File: config.mk
export PLATFORM = sky130hd
export DESIGN_NAME = uart_tx_fifo_flat
export DESIGN_NICKNAME = d
export VERILOG_FILES = /design/src/rtl/uart_pkg.sv /design/src/rtl/uart_tx_fifo_if.sv /design/src/rtl/uart_tx_fifo_sync_fifo.sv /design/src/rtl/uart_tx_fifo.sv /design/src/flat_wrapper.sv
export SDC_FILE = /design/constraint.sdc
export NUM_CORES = 1
export LEC_CHECK = 0
export CAP_MARGIN = 40
export CORE_ASPECT_RATIO = 0.7
export CORE_MARGIN = 1.5
export CORE_UTILIZATION = 55
export CTS_CLUSTER_SIZE = 28
export DETAILED_ROUTE_END_ITERATION = 6
export PLACE_DENSITY = 0.74
export SETUP_SLACK_MARGIN = 0.4
export SLEW_MARGIN = 10
export SYNTH_ARGS = -nofsm -noshare
export SYNTH_HDL_FRONTEND = slang
export SYNTH_SLANG_ARGS = --single-unit
File: constraint.sdc
create_clock -name clk -period 3.8 [get_ports clk]
set_input_delay 0.95 -clock clk [delete_from_list [all_inputs] [get_ports clk]]
set_output_delay 0.95 -clock clk [all_outputs]
set_load 0.03 [all_outputs]
File: src/rtl/uart_pkg.sv
// Shared UART constants and the transmit-FIFO drain state type.
// Reused by the transmitter for its baud timing.
package uart_pkg;

   localparam int DATA_W       = 8;
   localparam int CLK_HZ       = 50_000_000;
   localparam int BAUD         = 115_200;
   localparam int CLKS_PER_BIT = CLK_HZ / BAUD;

   typedef enum logic [1:0] {
      S_IDLE,
      S_SEND,
      S_WAIT_BUSY,
      S_WAIT_DONE
   } tx_fifo_state_t;

endpackage

File: src/rtl/uart_tx_fifo_if.sv
// Producer and transmitter signals of uart_tx_fifo, plus the drain-state debug view.
// UART_TX_FIFO_OVF_EN adds the ovf_clr/overflow pair.
interface uart_tx_fifo_if #(
   parameter int DEPTH = 16
);
   import uart_pkg::*;

   localparam int CW = $clog2(DEPTH) + 1;

   // Handshake: a byte is taken on any rising clk edge where wr_en=1 and full=0;
   // tx_send is a single-cycle strobe, and the next one waits for tx_busy to fall.
   logic [DATA_W-1:0] wr_data;
   logic              wr_en;
   logic              full;
   logic              empty;
   logic [CW-1:0]     count;
   logic [DATA_W-1:0] tx_data;
   logic              tx_send;
   logic              tx_busy;
   logic              idle;
   tx_fifo_state_t    dbg_state;
`ifdef UART_TX_FIFO_OVF_EN
   logic              ovf_clr;
   logic              overflow;

   modport slave (
      input  wr_data, wr_en, tx_busy, ovf_clr,
      output full, empty, count, tx_data, tx_send, idle, dbg_state, overflow
   );
   modport master (
      output wr_data, wr_en, tx_busy, ovf_clr,
      input  full, empty, count, tx_data, tx_send, idle, dbg_state, overflow
   );
`else
   modport slave (
      input  wr_data, wr_en, tx_busy,
      output full, empty, count, tx_data, tx_send, idle, dbg_state
   );
   modport master (
      output wr_data, wr_en, tx_busy,
      input  full, empty, count, tx_data, tx_send, idle, dbg_state
   );
`endif

endinterface

File: src/rtl/uart_tx_fifo_sync_fifo.sv
// sync_fifo: generic circular buffer with occupancy count and full/empty flags.
// A write into a full buffer is ignored, even when a read happens in the same cycle.
module sync_fifo #(
   parameter int DEPTH  = 16,
   parameter int DATA_W = 8
) (
   input  logic                       i_clk,
   input  logic                       i_rst_n,
   input  logic                       i_wr_en,
   input  logic [DATA_W-1:0]          i_wr_data,
   input  logic                       i_rd_en,
   output logic [DATA_W-1:0]          o_rd_data,
   output logic                       o_full,
   output logic                       o_empty,
   output logic [$clog2(DEPTH):0]     o_count
);

   localparam int AW = $clog2(DEPTH);
   localparam int CW = AW + 1;

   logic [DATA_W-1:0] r_mem [DEPTH];
   logic [AW-1:0]     r_wr_ptr;
   logic [AW-1:0]     r_rd_ptr;
   logic [CW-1:0]     r_count;
   logic              w_full;
   logic              w_empty;
   logic              w_wr;
   logic              w_rd;

   assign w_full  = (r_count == CW'(DEPTH));
   assign w_empty = (r_count == '0);
   assign w_wr    = i_wr_en && !w_full;
   assign w_rd    = i_rd_en && !w_empty;

   always_ff @(posedge i_clk or negedge i_rst_n) begin
      if (!i_rst_n) begin
         r_wr_ptr <= '0;
         r_rd_ptr <= '0;
         r_count  <= '0;
      end else begin
         if (w_wr) r_wr_ptr <= r_wr_ptr + 1'b1;
         if (w_rd) r_rd_ptr <= r_rd_ptr + 1'b1;
         case ({w_wr, w_rd})
            2'b10:   r_count <= r_count + 1'b1;
            2'b01:   r_count <= r_count - 1'b1;
            default: r_count <= r_count;
         endcase
      end
   end

   // Contents need no reset: the pointers define what is valid.
   always_ff @(posedge i_clk) begin
      if (w_wr) r_mem[r_wr_ptr] <= i_wr_data;
   end

   assign o_rd_data = r_mem[r_rd_ptr];
   assign o_full    = w_full;
   assign o_empty   = w_empty;
   assign o_count   = r_count;

endmodule

File: src/rtl/uart_tx_fifo.sv
// Byte FIFO feeding the UART transmitter: pops one byte, strobes tx_send, then tracks tx_busy.
// UART_TX_FIFO_OVF_EN adds a sticky overflow flag for writes dropped while full.
module uart_tx_fifo
   import uart_pkg::*;
#(
   parameter int DEPTH        = 16,
   parameter int DATA_W       = 8,
   parameter int BUSY_TIMEOUT = 4
) (
   input logic           clk,
   input logic           rst_n,
   uart_tx_fifo_if.slave bus
);

   localparam int CW = $clog2(DEPTH) + 1;
   localparam int TW = (BUSY_TIMEOUT > 1) ? $clog2(BUSY_TIMEOUT) : 1;

   tx_fifo_state_t    r_state;
   tx_fifo_state_t    w_next_state;
   logic [TW-1:0]     r_to;
   logic [TW-1:0]     w_to_next;
   logic [DATA_W-1:0] r_tx_data;
   logic [DATA_W-1:0] w_tx_data_next;
   logic              w_pop;
   logic [DATA_W-1:0] w_rd_data;
   logic              w_full;
   logic              w_empty;
   logic [CW-1:0]     w_count;

   sync_fifo #(
      .DEPTH  (DEPTH),
      .DATA_W (DATA_W)
   ) u_fifo (
      .i_clk     (clk),
      .i_rst_n   (rst_n),
      .i_wr_en   (bus.wr_en),
      .i_wr_data (bus.wr_data),
      .i_rd_en   (w_pop),
      .o_rd_data (w_rd_data),
      .o_full    (w_full),
      .o_empty   (w_empty),
      .o_count   (w_count)
   );

   always_ff @(posedge clk or negedge rst_n) begin
      if (!rst_n) begin
         r_state   <= S_IDLE;
         r_to      <= '0;
         r_tx_data <= '0;
      end else begin
         r_state   <= w_next_state;
         r_to      <= w_to_next;
         r_tx_data <= w_tx_data_next;
      end
   end

   // A busy transmitter in S_IDLE means a foreign transfer: hold the head until it ends.
   always_comb begin
      w_next_state   = r_state;
      w_to_next      = r_to;
      w_tx_data_next = r_tx_data;
      w_pop          = 1'b0;
      case (r_state)
         S_IDLE: begin
            if (!w_empty && !bus.tx_busy) begin
               w_pop          = 1'b1;
               w_tx_data_next = w_rd_data;
               w_next_state   = S_SEND;
            end
         end
         S_SEND: begin
            w_to_next    = '0;
            w_next_state = S_WAIT_BUSY;
         end
         S_WAIT_BUSY: begin
            if (bus.tx_busy) begin
               w_next_state = S_WAIT_DONE;
            end else if (r_to == TW'(BUSY_TIMEOUT - 1)) begin
               w_next_state = S_IDLE;
            end else begin
               w_to_next = r_to + 1'b1;
            end
         end
         S_WAIT_DONE: begin
            if (!bus.tx_busy) w_next_state = S_IDLE;
         end
         default: w_next_state = S_IDLE;
      endcase
   end

   assign bus.tx_send   = (r_state == S_SEND);
   assign bus.tx_data   = r_tx_data;
   assign bus.full      = w_full;
   assign bus.empty     = w_empty;
   assign bus.count     = w_count;
   assign bus.idle      = w_empty && (r_state == S_IDLE);
   assign bus.dbg_state = r_state;

`ifdef UART_TX_FIFO_OVF_EN
   logic r_overflow;

   always_ff @(posedge clk or negedge rst_n) begin
      if (!rst_n) begin
         r_overflow <= 1'b0;
      end else if (bus.wr_en && w_full) begin
         r_overflow <= 1'b1;
      end else if (bus.ovf_clr) begin
         r_overflow <= 1'b0;
      end
   end

   assign bus.overflow = r_overflow;
`endif

endmodule

File: src/flat_wrapper.sv
// flat-port wrapper written by rule: the top's interface ports become plain ports
module uart_tx_fifo_flat import uart_pkg::*;
#(
   parameter int DEPTH        = 16,
   parameter int DATA_W       = 8,
   parameter int BUSY_TIMEOUT = 4
)
  (clk, rst_n, bus_wr_data, bus_wr_en, bus_tx_busy, bus_full, bus_empty, bus_count, bus_tx_data, bus_tx_send, bus_idle, bus_dbg_state);
  uart_tx_fifo_if #(.DEPTH(DEPTH)) bus_i ();
  input logic clk;
  input logic rst_n;
  input wire logic [$bits(bus_i.wr_data)-1:0] bus_wr_data;
  input wire logic [$bits(bus_i.wr_en)-1:0] bus_wr_en;
  input wire logic [$bits(bus_i.tx_busy)-1:0] bus_tx_busy;
  output wire logic [$bits(bus_i.full)-1:0] bus_full;
  output wire logic [$bits(bus_i.empty)-1:0] bus_empty;
  output wire logic [$bits(bus_i.count)-1:0] bus_count;
  output wire logic [$bits(bus_i.tx_data)-1:0] bus_tx_data;
  output wire logic [$bits(bus_i.tx_send)-1:0] bus_tx_send;
  output wire logic [$bits(bus_i.idle)-1:0] bus_idle;
  output wire logic [$bits(bus_i.dbg_state)-1:0] bus_dbg_state;
  assign bus_i.wr_data = bus_wr_data;
  assign bus_i.wr_en = bus_wr_en;
  assign bus_i.tx_busy = bus_tx_busy;
  assign bus_full = bus_i.full;
  assign bus_empty = bus_i.empty;
  assign bus_count = bus_i.count;
  assign bus_tx_data = bus_i.tx_data;
  assign bus_tx_send = bus_i.tx_send;
  assign bus_idle = bus_i.idle;
  assign bus_dbg_state = bus_i.dbg_state;
  uart_tx_fifo #(.DEPTH(DEPTH), .DATA_W(DATA_W), .BUSY_TIMEOUT(BUSY_TIMEOUT)) u_core (.clk(clk), .rst_n(rst_n), .bus(bus_i));
endmodule
Word-level counts from Yosys, hierarchy flattened
Memory sizes are Yosys's and may differ from the RTL's. A register that Yosys moved wholly into a read port is not among the register bits. Cells that the tools add are included.

Mux-type cells: 13. Reductions and logical operators: 15. $add $sub $neg: 5. Eq/ne operators: 12.

Operators by type and width (number): $mux 2 (6); $pmux 5 s2 (1); $add 4x1->4 const B (2); $eq 2x2->1 const B (4); $pmux 2 s4 (1); $ne 2x2->1 const B (3); $reduce_and 3->1 (2); $add 5x1->5 const B (1); $eq 5x5->1 const B (1); $logic_not 5->1 (1); $sub 5x1->5 const B (1); $eq 2x1->1 const B (2); $logic_and 1x1->1 (4); $logic_not 1->1 (4); $mux 1 (4); $pmux 2 s2 (1); $reduce_bool 2->1 (2); $ne 3x2->1 const B (1); $add 2x1->2 const B (1); $logic_not 2->1 (1); $ne 2x1->1 const B (1); $reduce_and 2->1 (1).

Memory bits (writable): 128. Word-level logic and storage cells: 51. Input bits: 12. Bits in registers: 17. Output and inout bits: 19. Memories kept: 1.

Memories: u_core.u_fifo.r_mem (words 16, width 8, rd ports 1, clocked after memory_dff 1, wr ports 1, RTL line uart_tx_fifo_sync_fifo.sv:21) `logic [DATA_W-1:0] r_mem [DEPTH];`.

Depth between registers and ports, before layout
Gate-level depths: netlist (run 1).

Depth in word-level cells: 8. Depth in mapped cells: 13. Mapped depth without buffers: 12.

Hierarchy
From an unflattened synthesis (run 1), not the netlist that was laid out.

Cell total of the unflattened synthesis: 371. Area, all modules: 6317.3 um^2.

By module, submodules not included: sync_fifo (times used 1, cells each 332, area an instance 5779.3 um^2, sequential area each 4169.0 um^2); uart_tx_fifo (times used 1, cells each 39, area an instance 538.0 um^2, sequential area each 300.3 um^2).

Least setup slack after synthesis (run 1)
No wires, ideal clock.

Path type: register to register. From: reg u_core.u_fifo.r_count[1] (netlist: u_core.u_fifo.o_count[1]). To: reg u_core.u_fifo.r_count[4] (netlist: u_core.u_fifo.o_count[4]). Slack: 555 ps. Buffers on the path: 1. Data required time: 3665 ps. Cell stages (with the launch flop): 13. Data arrival time: 3110 ps. Period minus slack after synthesis: 3245 ps. Library setup time: 135 ps. Cells stage by stage: dfrtp_1 nor4_1 nor2b_2 or3b_1 buf_4 inv_2 ha_1 ha_1 nor2b_1 o21ai_0 a21oi_1 or3b_2 xnor2_1.

Cells in the longest elaborated chain, start to end: 8. Elaborated cells on any way between the ends: 15. Classes of those cells: add/sub (2); eq/ne (3); mux (3); reduce/logical (7).

RTL lines: from (decl) (RTL line uart_tx_fifo_sync_fifo.sv:24) `logic [CW-1:0] r_count;`; from (signal assigned) (RTL line uart_tx_fifo_sync_fifo.sv:44) `2'b10: r_count <= r_count + 1'b1;`; from (signal assigned) (RTL line uart_tx_fifo_sync_fifo.sv:45) `2'b01: r_count <= r_count - 1'b1;`; from (signal assigned) (RTL line uart_tx_fifo_sync_fifo.sv:46) `default: r_count <= r_count;`; $logic_not 5->1 (*) (RTL line uart_tx_fifo_sync_fifo.sv:31) `assign w_empty = (r_count == '0);`; via bus_empty (RTL line flat_wrapper.sv:16) `output wire logic [$bits(bus_i.empty)-1:0] bus_empty;`; $logic_not 1->1 (*) (RTL line uart_tx_fifo_sync_fifo.sv:33, uart_tx_fifo.sv:65); $logic_and 1x1->1 (RTL line uart_tx_fifo.sv:65) `if (!w_empty && !bus.tx_busy) begin`; $mux 1 (RTL line uart_tx_fifo.sv:65); $mux 1 (RTL line uart_tx_fifo.sv:63) `case (r_state)`; $logic_and 1x1->1 (*) (RTL line uart_tx_fifo_sync_fifo.sv:33) `assign w_rd = i_rd_en && !w_empty;`; via u_core.u_fifo.w_rd (RTL line uart_tx_fifo_sync_fifo.sv:28) `logic w_rd;`; $eq 2x1->1 or $eq 2x2->1 (tied branches) (RTL line uart_tx_fifo_sync_fifo.sv:43) `case ({w_wr, w_rd})`; $pmux 5 s2 or $reduce_bool 2->1 (tied branches).

The timed path passes the listed nets; every way through them passes the cells marked *. A chain may end at the register's enable or synchronous reset.

Worst setup path after layout (run 1)
From: reg u_core.u_fifo.r_count[1] (netlist: u_core.u_fifo.o_count[1]). To: out bus_idle.

Cells in the longest elaborated chain, start to end: 2.

RTL lines: $logic_not 5->1 (RTL line uart_tx_fifo_sync_fifo.sv:31); $logic_and 1x1->1 (RTL line uart_tx_fifo.sv:96) `assign bus.idle = w_empty && (r_state == S_IDLE);`; to (decl) (RTL line flat_wrapper.sv:20) `output wire logic [$bits(bus_i.idle)-1:0] bus_idle;`.

No other way between the ends.

==> metrics, run 1 <==
Layout fillers=about 700; synth top area cells=edfxtp_1 60%, dfrtp_1 9.8%, mux4_1 7.0%, mux4_2 5.3%, ha_1 2.9%; DR iter-0 viols=~290; Setup CP Type=flip-flop to output port; # IOs=31; min-delay src=u_core.bus.tx_data[6]$_DFFE_PN0N_; most frequent cell after synthesis=edfxtp_1; cell depth of the worst flop-to-flop path=12; H-tree level count=4; Yosys warning count=0; CP Launch Type=flip-flop; Area Growth Syn to Fin=18.29%; WP data required=around 2.9 ns; Max Cap Violations=0; Worst Skew=around 0.011 ns; R2R setup slack=roughly 0.77 ns; post-synth top area cell=edfxtp_1; hpwl dp=about 7500 um; R2R Path Start=u_core.bus.dbg_state[1]$_DFFE_PN0P_; grt ovf=0; Overall Global Routing Usage=20.92%; GP Congestion=approximately 0.81; M2 GR Usage=between 30% and 40%; placed instance area=~6900 um^2; most used routing layer in global routing=met2; Max Freq=between 300 and 400 MHz; CP delay by family, top=simple AND/OR/NAND/NOR gates; antenna viol nets, final=0; WL per Instance=slightly above 20 um; maximum clock path buffer count=2; Synth top area share=between 60% and 70%; design area=7575 um^2; LEAKAGE=approximately 2.7 nW; Die W=roughly 130 um; met1 usage=between 20 and 30%; Slew headroom=about half; hold crit path type=flip-flop to flip-flop; slowest stage delay, CP=~0.68 ns; CTS tree=yes; clock latency on the worst-skew pair=0.41 ns; die height=93.28 um; WP buf/inv=1; DRC=0; Tcrit/Tclk final=around 86%; CP max-delay cell=clkdlybuf4s50_1; largest net degree at the start of global routing=26; Hold Path Depth=2; hold buffers post-CTS=0; post-synthesis area per instance=approximately 18 um^2; Crit. End Element=output port; clock buffer count from CTS=17; PortBufs=30; num rows=32; vias in the first global route=approximately 3,300; met3 Use GR=under 10%; vias per cell=~5.7; Post-CTS Setup Inserts=0; multi-input combinational cell area=1737 um^2; Final Hold Viols=0; Initial Util=about 57%; Commonest cells post-synth=128 x edfxtp_1, 31 x nand2_1, 25 x dfrtp_1; Reg area=around 4500 um^2; clock slew at reported path FFs=0.06 ns; reg-to-reg endpoint=u_core.u_fifo.o_count[4]$_DFFE_PN0P_; # diodes=0; Post-Syn Area=between 6000 and 7000 um^2; ys async rst share=approximately 16%; post-cts repair resize count=0; status=finished, final reports clean; drt first pass iters=4; CP cell instances=nor4_2, nor2b_2, and2_1, clkdlybuf4s50_1; fin. max-slew vios=0; hold_ws=between 0.4 and 0.5 ns; wirelength, routed=about 12,000 um; EDFF count, synth=approximately 130; Gate Count Post-Synth=359; Tightest Pin Transition=just over 0.7 ns; CTS Sinks=around 150; share of layout cells above drive strength 1=approximately a fifth; synth unique cells=40; first-pass GRT wire length=~18,000 um; CP arrival=approximately 2.3 ns; peak supply drop=between 300 and 400 uV; Setup Viol. Count Final=0; core area=around 11,000 um^2; crit path max fanout=5; unrepaired setup endpoints after global routing=no; worst hold endpoint=u_core.bus.tx_data[6]$_DFFE_PN0N_; die area=12,310 um^2; initial antenna violation count=0; # nets final=442; Cell Pwr Density=about 780 nW/um^2; via count=3,277; final setup TNS=0 ns; Top FF cell, synth=edfxtp_1; root buffer cell=clkbuf_16; Final min period=~3.3 ns; sequential fraction of the synthesis area=69.79%; Mapped Nets=around 390; flops & latches, synth=approximately 150
==> cell usage in the layout, fill, tap and decap left out, types with 9 or more instances in the layout <==
cell	n
dfrtp_1	24
edfxtp_1	128
ha_1	14
mux2i_1	9
inv_1	14
o21ai_0	15
buf_4	23
mux4_2	15
mux4_1	17
nand2_1	31
clkdlybuf4s50_1	30
clkbuf_16	20
nor2_1	14
o21ai_1	12
==> sequential cells by signal (all words and copies together), names as in the netlist <==
name,cells
u_core.u_fifo.r_mem,128
u_core.bus.tx_data,8
u_core.u_fifo.o_count,5
u_core.u_fifo.r_rd_ptr,4
u_core.u_fifo.r_wr_ptr,4
u_core.bus.dbg_state,2
u_core.r_to,2
==> stage by stage <==
step	setup WS [ns]	power, mW	instances	util [%]
final	0.5432	5.884	580	67.81
after global routing	0.4303	6.161	580	67.81
after CTS	0.4554	5.901	580	67.73
after detailed placement	0.1386	4.171	548	62.19
after global placement	0.1956	4.091	547	61.94
after floorplan	0.5545	3.641	359	-
==> cell families after synthesis <==
kind of cell | Yosys count | synth area share (%)
fa+ha+maj | 16 | 3.243
mux | 49 | 15.06
xor+xnor | 10 | 1.368
buf+inv | 33 | 3.224
simple gates | 63 | 4.396
compound gates | 35 | 2.911
flops | 153 | 69.79
==> worst register-to-register path: cells and delay by family, from the launching register on <==
| family | cells | cell delay [ns] |
|---|---|---|
| flip-flops | 1 | 0.45 |
| buffers and inverters | 3 | 0.33 |
| adder cells (fa/ha/maj) | 3 | 0.83 |
| AND/OR/NAND/NOR | 4 | 1.06 |
| AO/OA/AOI/OAI | 1 | 0.11 |
| XOR/XNOR | 1 | 0.13 |
==> per-layer routing <==
metal | vias to the layer above | part of all wire (%)
met4 | 0 | 1.2
met2 | 82 | 48
met1 | 1675 | 45
met5 | - | 0
met3 | 16 | 5.3
li1 | 1504 | -
==> final cells by class <==
| class | instances | share of cell area (%) |
|---|---|---|
| Sequential cell | 153 | 59.02 |
| Timing Repair Buffer | 54 | 6.607 |
| Inverter | 15 | 0.7433 |
| Multi-Input combinational cell | 173 | 22.93 |
| Tap cell | 153 | 2.527 |
| Clock inverter | 10 | 1.470 |
| Clock buffer | 22 | 6.706 |
==> where the power goes <==
part           internal [mW]  total [mW]  switching [mW]
clock                   1.08        1.72           0.641
sequential              2.09        2.35           0.261
combinational          0.870        1.81           0.939
==> how the worst max path moves through the flow <==
stage,endpoint,cells past startpoint,slack (ns),from
after floorplan,u_core.u_fifo.o_count[4]$_DFFE_PN0P_,12,0.55,u_core.u_fifo.o_count[1]$_DFFE_PN0P_
after global placement,u_core.u_fifo.o_count[4]$_DFFE_PN0P_,11,0.20,bus_tx_busy
after detailed placement,u_core.u_fifo.o_count[4]$_DFFE_PN0P_,11,0.14,bus_tx_busy
after CTS,bus_idle,4,0.46,u_core.u_fifo.o_count[1]$_DFFE_PN0P_
after global routing,bus_idle,4,0.43,u_core.u_fifo.o_count[1]$_DFFE_PN0P_
final,bus_idle,4,0.54,u_core.u_fifo.o_count[1]$_DFFE_PN0P_
(Power assumes the default switching activity.)
==> run 2, diff against run 1 <==
==> constraint.sdc (replaced) <==
create_clock -name clk -period 3.8 [get_ports clk]
set_input_delay 1.14 -clock clk [delete_from_list [all_inputs] [get_ports clk]]
set_output_delay 1.14 -clock clk [all_outputs]
set_load 0.03 [all_outputs]
==> metrics, run 2 (synthesized netlist as in run 1, its figures left out) <==
peak supply drop=531.3 uV (+41%); clock slew at reported path FFs=0.06 ns (about the same); maximum clock path buffer count=2 (unchanged); setup ws final=0.5133 ns (-0.02982 ns); Crit. Startpoint=bus_tx_busy; via count=3,220 (-1.7%); CTS Sinks=153 (unchanged); largest net degree at the start of global routing=26 (unchanged); Hold Path Depth=2 (unchanged); Layout fillers=712 (+0.71%); most common cell after layout, fill and taps aside=edfxtp_1; # nets final=444 (+0.45%); vias per cell=5.533 (-2.1%); Finished Layout Cells=582 (+0.34%); min-delay src=u_core.bus.tx_data[6]$_DFFE_PN0N_; CP cell instances=clkdlybuf4s50_1, or3b_4, inv_2, ha_2, inv_1, fa_2, nor2b_1, o21ai_0, nand3_1, or3b_2, xnor2_1; Final Core Density=67.82% (about the same); WL per Instance=19.66 um (-3.2%); cell depth of the worst flop-to-flop path=12 (unchanged); Area Growth Syn to Fin=18.31% (about the same); GP Congestion=0.7560 (-6.1%); Largest register FFs=128 (unchanged); Max Freq=304.3 MHz (-0.91%); H-tree level count=4 (unchanged); unrepaired setup endpoints after global routing=yes; core area=11,170 um^2 (unchanged); hpwl dp=7466 um (-0.71%); WP data required=4.10 ns (+1.25 ns); Initial Util=57.33% (unchanged); num rows=32 (unchanged); clock latency on the worst-skew pair=0.42 ns (about the same); LEAKAGE=2.733 nW (-0.23%); Tightest Pin Transition=0.6641 ns (-0.06199 ns); Post-CTS Setup Inserts=0 (unchanged); Die W=132.0 um (unchanged); dpl cells=550 (+0.36%); pre-CTS setup slack=-0.005602 ns (-0.1442 ns); Tcrit/Tclk final=86.49% (+0.78 points); Power, Total=5.848 mW (-0.62%); die height=93.28 um (unchanged); DRC=0 (unchanged); initial antenna violation count=0 (unchanged); root buffer cell=clkbuf_16; die area=12,310 um^2 (unchanged); # IOs=31 (unchanged); grt ovf=0 (unchanged); leading cell types in the layout, fill and taps excluded=128 x edfxtp_1, 31 x nand2_1, 28 x clkdlybuf4s50_1; Slew headroom=55.38% (+4.2 points); Overall Global Routing Usage=21.02% (+0.092 points); antenna viol nets, final=0 (unchanged); CP arrival=3.59 ns (+1.28 ns); slowest stage delay, CP=0.46 ns (-0.22 ns); DR iter-0 viols=303 (+6.3%); clock buffer count from CTS=17 (unchanged); Final min period=3.287 ns (+0.02982 ns); largest reg by FF count=u_core.u_fifo.r_mem; PortBufs=30 (unchanged); Max Cap Violations=0 (unchanged); first-pass GRT wire length=18,200 um (-1.2%); vias in the first global route=3,260 (-0.58%); CTS tree=yes; Setup CP Type=primary input to flip-flop; Worst Skew=0.01064 ns (-0.0004141 ns); drt first pass iters=4 (unchanged); crit path max fanout=3 (-2); Crit. End Element=flip-flop; CP max-delay cell=or3b_2; CP Launch Type=primary input; Cell Pwr Density=771.9 nW/um^2 (-0.63%); final setup TNS=0 ns (unchanged); R2R Path Start=u_core.bus.dbg_state[0]$_DFFE_PN0P_; hold crit path type=flip-flop to flip-flop; Setup Viol. Count Final=0 (unchanged); fin. max-slew vios=0 (unchanged); status=finished, final reports clean; wirelength, routed=11,450 um (-2.8%); share of layout cells above drive strength 1=20.51% (+1.1 points); Final Hold Viols=0 (unchanged); # diodes=0 (unchanged)
-- run 2: changes by cell type in the layout (fill, tap and decap cells not counted), moves of 2 or more --
cell	before	now
buf_4	23	25
clkinv_2	5	2
clkdlybuf4s50_1	30	28
dlygate4sd2_1	0	2
clkinvlp_4	0	4
clkbuf_16	20	17
-- run 2: area by class of cell --
class | count | area [um^2] | share of cell area (%)
sequential | 153 | 4471 | 59.01
clock buffer | 18 | 429.2 | 5.665
multi-input combinational | 173 | 1742 | 22.99
clock inverter | 14 | 173.9 | 2.296
tap | 153 | 191.4 | 2.527
inverter | 15 | 56.30 | 0.7432
timing repair buffer | 56 | 513.0 | 6.771
-- run 2: layer usage --
metal  vias up  GRT usage [%]  part of all wire (%)
li1       1508              -                     -
met1      1612          29.64                    44
met2        85          32.20                    48
met3        15          6.016                   6.3
met4         0          6.667                   1.2
met5         -              0                     0
-- run 2: metrics by stage --
stage	hold slack [ns]	instance area [um^2]
final	0.4876	7576
after detailed placement	0.4824	6962
after global placement	0.4670	6934
after global routing	0.5290	7576
after CTS	0.4956	7562
after floorplan	0.5298	6404
-- run 2: repair_timing --
action,CTS,global route
hold buffers,0,0
setup endpoints to repair,2,2
gates resized for setup,2,4
-- run 2: path summary, 6_finish.rpt --
kind / slack [ns] / endpoint
min: 0.49 / u_core.bus.tx_data[6]$_DFFE_PN0N_
max reg2reg: 0.88 / u_core.u_fifo.o_count[4]$_DFFE_PN0P_
min reg2reg: 0.49 / u_core.bus.tx_data[6]$_DFFE_PN0N_
max: 0.51 / u_core.u_fifo.o_count[4]$_DFFE_PN0P_
min in group asynchronous: 1.08 / u_core.u_fifo.o_count[0]$_DFFE_PN0P_
max in group asynchronous: 2.43 / u_core.u_fifo.r_rd_ptr[0]$_DFFE_PN0P_
-- run 2: worst max-delay path: cells and delay by family --
kind | cells | cell delay, ns
compound gates | 1 | 0.11
xor+xnor | 1 | 0.13
buf+inv | 3 | 0.58
simple gates | 4 | 1.08
fa+ha+maj | 2 | 0.56
-- run 2: power by group --
| part | internal [mW] | leakage, nW | switching, mW |
|---|---|---|---|
| sequential | 2.09 | 1.46 | 0.269 |
| combinational | 0.877 | 0.985 | 0.917 |
| clock | 1.04 | 0.283 | 0.660 |
==> run 3, diff against run 2 <==
--- a/config.mk
+++ b/config.mk
@@ -9,8 +9,10 @@
 export CORE_ASPECT_RATIO = 0.7
 export CORE_MARGIN = 1.5
 export CORE_UTILIZATION = 55
+export CTS_CLUSTER_DIAMETER = 150
 export CTS_CLUSTER_SIZE = 28
 export DETAILED_ROUTE_END_ITERATION = 6
+export MAX_ROUTING_LAYER = met4
 export PLACE_DENSITY = 0.74
 export SETUP_SLACK_MARGIN = 0.4
 export SLEW_MARGIN = 10
==> metrics, run 3 (synthesized netlist as in run 1, its figures left out) <==
Initial Util=57.33% (unchanged); NetSw=1.847 mW (about the same); DRC=0 (unchanged); CTS Sinks=153 (unchanged); hpwl dp=7466 um (unchanged); die height=93.28 um (unchanged); clock latency on the worst-skew pair=0.43 ns (about the same); peak supply drop=532.6 uV (+0.24%); Setup CP Type=primary input to flip-flop; setup ws final=0.4951 ns (-0.01829 ns); multi-input combinational cell area=1742 um^2 (unchanged); PortBufs=30 (unchanged); CP Launch Type=primary input; R2R Path Start=u_core.bus.dbg_state[0]$_DFFE_PN0P_; DR iter-0 viols=328 (+8.3%); fin. max-slew vios=0 (unchanged); GP Congestion=0.7658 (+1.3%); Clock power frac=28.9% (about the same); Tightest Pin Transition=0.6968 ns (+0.03268 ns); # IOs=31 (unchanged); initial antenna violation count=0 (unchanged); largest net degree at the start of global routing=26 (unchanged); maximum clock path buffer count=2 (unchanged); Overall Global Routing Usage=21.57% (+0.55 points); first-pass GRT wire length=18,150 um (-0.26%); share of layout cells above drive strength 1=20.70% (+0.18 points); Crit. End Element=flip-flop; wirelength, routed=11,480 um (+0.28%); status=finished, final reports clean; Largest register FFs=128 (unchanged); drt first pass iters=4 (unchanged); worst hold endpoint=u_core.bus.tx_data[1]$_DFFE_PN0N_; unrepaired setup endpoints after global routing=no; Max Freq=302.6 MHz (-0.55%); reg-to-reg endpoint=u_core.u_fifo.o_count[4]$_DFFE_PN0P_; WP data required=4.10 ns (about the same); Die W=132.0 um (unchanged); Max Cap Violations=0 (unchanged); Slew headroom=53.55% (-1.8 points); clock buffer count from CTS=17 (unchanged); vias per cell=5.580 (+0.85%); Final Core Density=67.89% (about the same); core area=11,170 um^2 (unchanged); dpl cells=550 (unchanged); hold crit path type=flip-flop to flip-flop; # nets final=445 (+0.23%); min-delay src=u_core.bus.tx_data[1]$_DFFE_PN0N_; Int Power=4.009 mW (+0.18%); leading cell types in the layout, fill and taps excluded=128 x edfxtp_1, 31 x nand2_1, 28 x clkdlybuf4s50_1; via count=3,253 (+1.0%); Layout fillers=709 (-0.42%); sequential share of power=40.3% (about the same); combinational group share of total power=30.7% (about the same); Setup Viol. Count Final=0 (unchanged); num rows=32 (unchanged); Final min period=3.305 ns (+0.01829 ns); Hold Path Depth=2 (unchanged); Worst Skew=0.01493 ns (+0.004289 ns); CTS tree=yes; WL per Instance=19.69 um (+0.11%); H-tree level count=4 (unchanged); Final Hold Viols=0 (unchanged); LEAKAGE=2.737 nW (+0.17%); cell depth of the worst flop-to-flop path=12 (unchanged); die area=12,310 um^2 (unchanged); pre-CTS setup slack=-0.005602 ns (unchanged); clock slew at reported path FFs=0.06 ns (about the same); hold buffers post-CTS=0 (unchanged); Finished Layout Cells=583 (+0.17%); grt ovf=0 (unchanged); Reg area=4471 um^2 (unchanged); antenna viol nets, final=0 (unchanged); root buffer cell=clkbuf_16; vias in the first global route=3,260 (unchanged); Area Growth Syn to Fin=18.43% (about the same); CP arrival=3.61 ns (+0.02 ns); crit path max fanout=3 (unchanged); R2R setup slack=0.86 ns (-0.02 ns); most common cell after layout, fill and taps aside=edfxtp_1; Cell Pwr Density=772.2 nW/um^2 (about the same); # diodes=0 (unchanged); Sw Ratio=31.54% (about the same); largest reg by FF count=u_core.u_fifo.r_mem; Tcrit/Tclk final=86.97% (+0.48 points)
run 3: critical path: stages:
cell and delay [ns]:
clkdlybuf4s50_1 0.42, or3b_4 0.41, inv_2 0.07, ha_2 0.21, inv_1 0.10, fa_2 0.37, nor2b_1 0.11, o21ai_1 0.09
nand3_1 0.09, or3b_2 0.46, xnor2_1 0.14
run 3: worst max path at each step:
stage           startpoint  slack, ns                                    to  depth (start not counted)
5_1_grt        bus_tx_busy       0.39  u_core.u_fifo.o_count[4]$_DFFE_PN0P_                         11
2_1_floorplan  bus_tx_busy       0.43  u_core.u_fifo.o_count[4]$_DFFE_PN0P_                         11
6_report       bus_tx_busy       0.50  u_core.u_fifo.o_count[4]$_DFFE_PN0P_                         11
3_3_place_gp   bus_tx_busy       0.08  u_core.u_fifo.o_count[4]$_DFFE_PN0P_                         11
4_1_cts        bus_tx_busy       0.43  u_core.u_fifo.o_count[4]$_DFFE_PN0P_                         11
3_5_place_dp   bus_tx_busy     -0.006  u_core.u_fifo.o_count[4]$_DFFE_PN0P_                         11
run 3: per-stage QoR:
| step | TNS (ns) | area (um^2) | power (mW) | hold slack, ns |
|---|---|---|---|---|
| after floorplan | 0 | 6404 | 3.641 | 0.5298 |
| after global placement | 0 | 6934 | 4.103 | 0.4670 |
| after detailed placement | -0.005602 | 6962 | 4.179 | 0.4824 |
| after CTS | 0 | 7562 | 5.881 | 0.4956 |
| after global routing | 0 | 7584 | 6.160 | 0.5290 |
| final | 0 | 7584 | 5.856 | 0.4869 |
run 3: per-layer routing:
metal	wire length (um)	track usage, %	vias to the layer above
met5	0	-	-
met4	122	7.778	0
met3	730	5.366	14
met2	5555	32.29	86
met1	5068	29.33	1642
li1	-	-	1511
run 3: power by group through the flow:
| stage | Clock, mW | Sequential, mW | Combinational, mW |
|---|---|---|---|
| final | 1.69 | 2.36 | 1.80 |
| after global routing | 1.79 | 2.40 | 1.97 |
| after CTS | 1.72 | 2.36 | 1.80 |
| after detailed placement | 0 | 2.39 | 1.79 |
| after floorplan | 0 | 2.37 | 1.27 |
| after global placement | 0 | 2.41 | 1.69 |
run 3: layout make-up:
cell class | count | share of cell area, %
tap | 153 | 2.524
timing repair buffer | 57 | 6.864
clock inverter | 14 | 2.293
inverter | 15 | 0.7425
sequential | 153 | 58.95
clock buffer | 18 | 5.659
multi-input combinational | 173 | 22.97
run 3: timing repair:
action	CTS	global route
setup endpoints to repair	2	2
buffers inserted	0	1
gates resized for setup	2	5
pin swaps	0	1
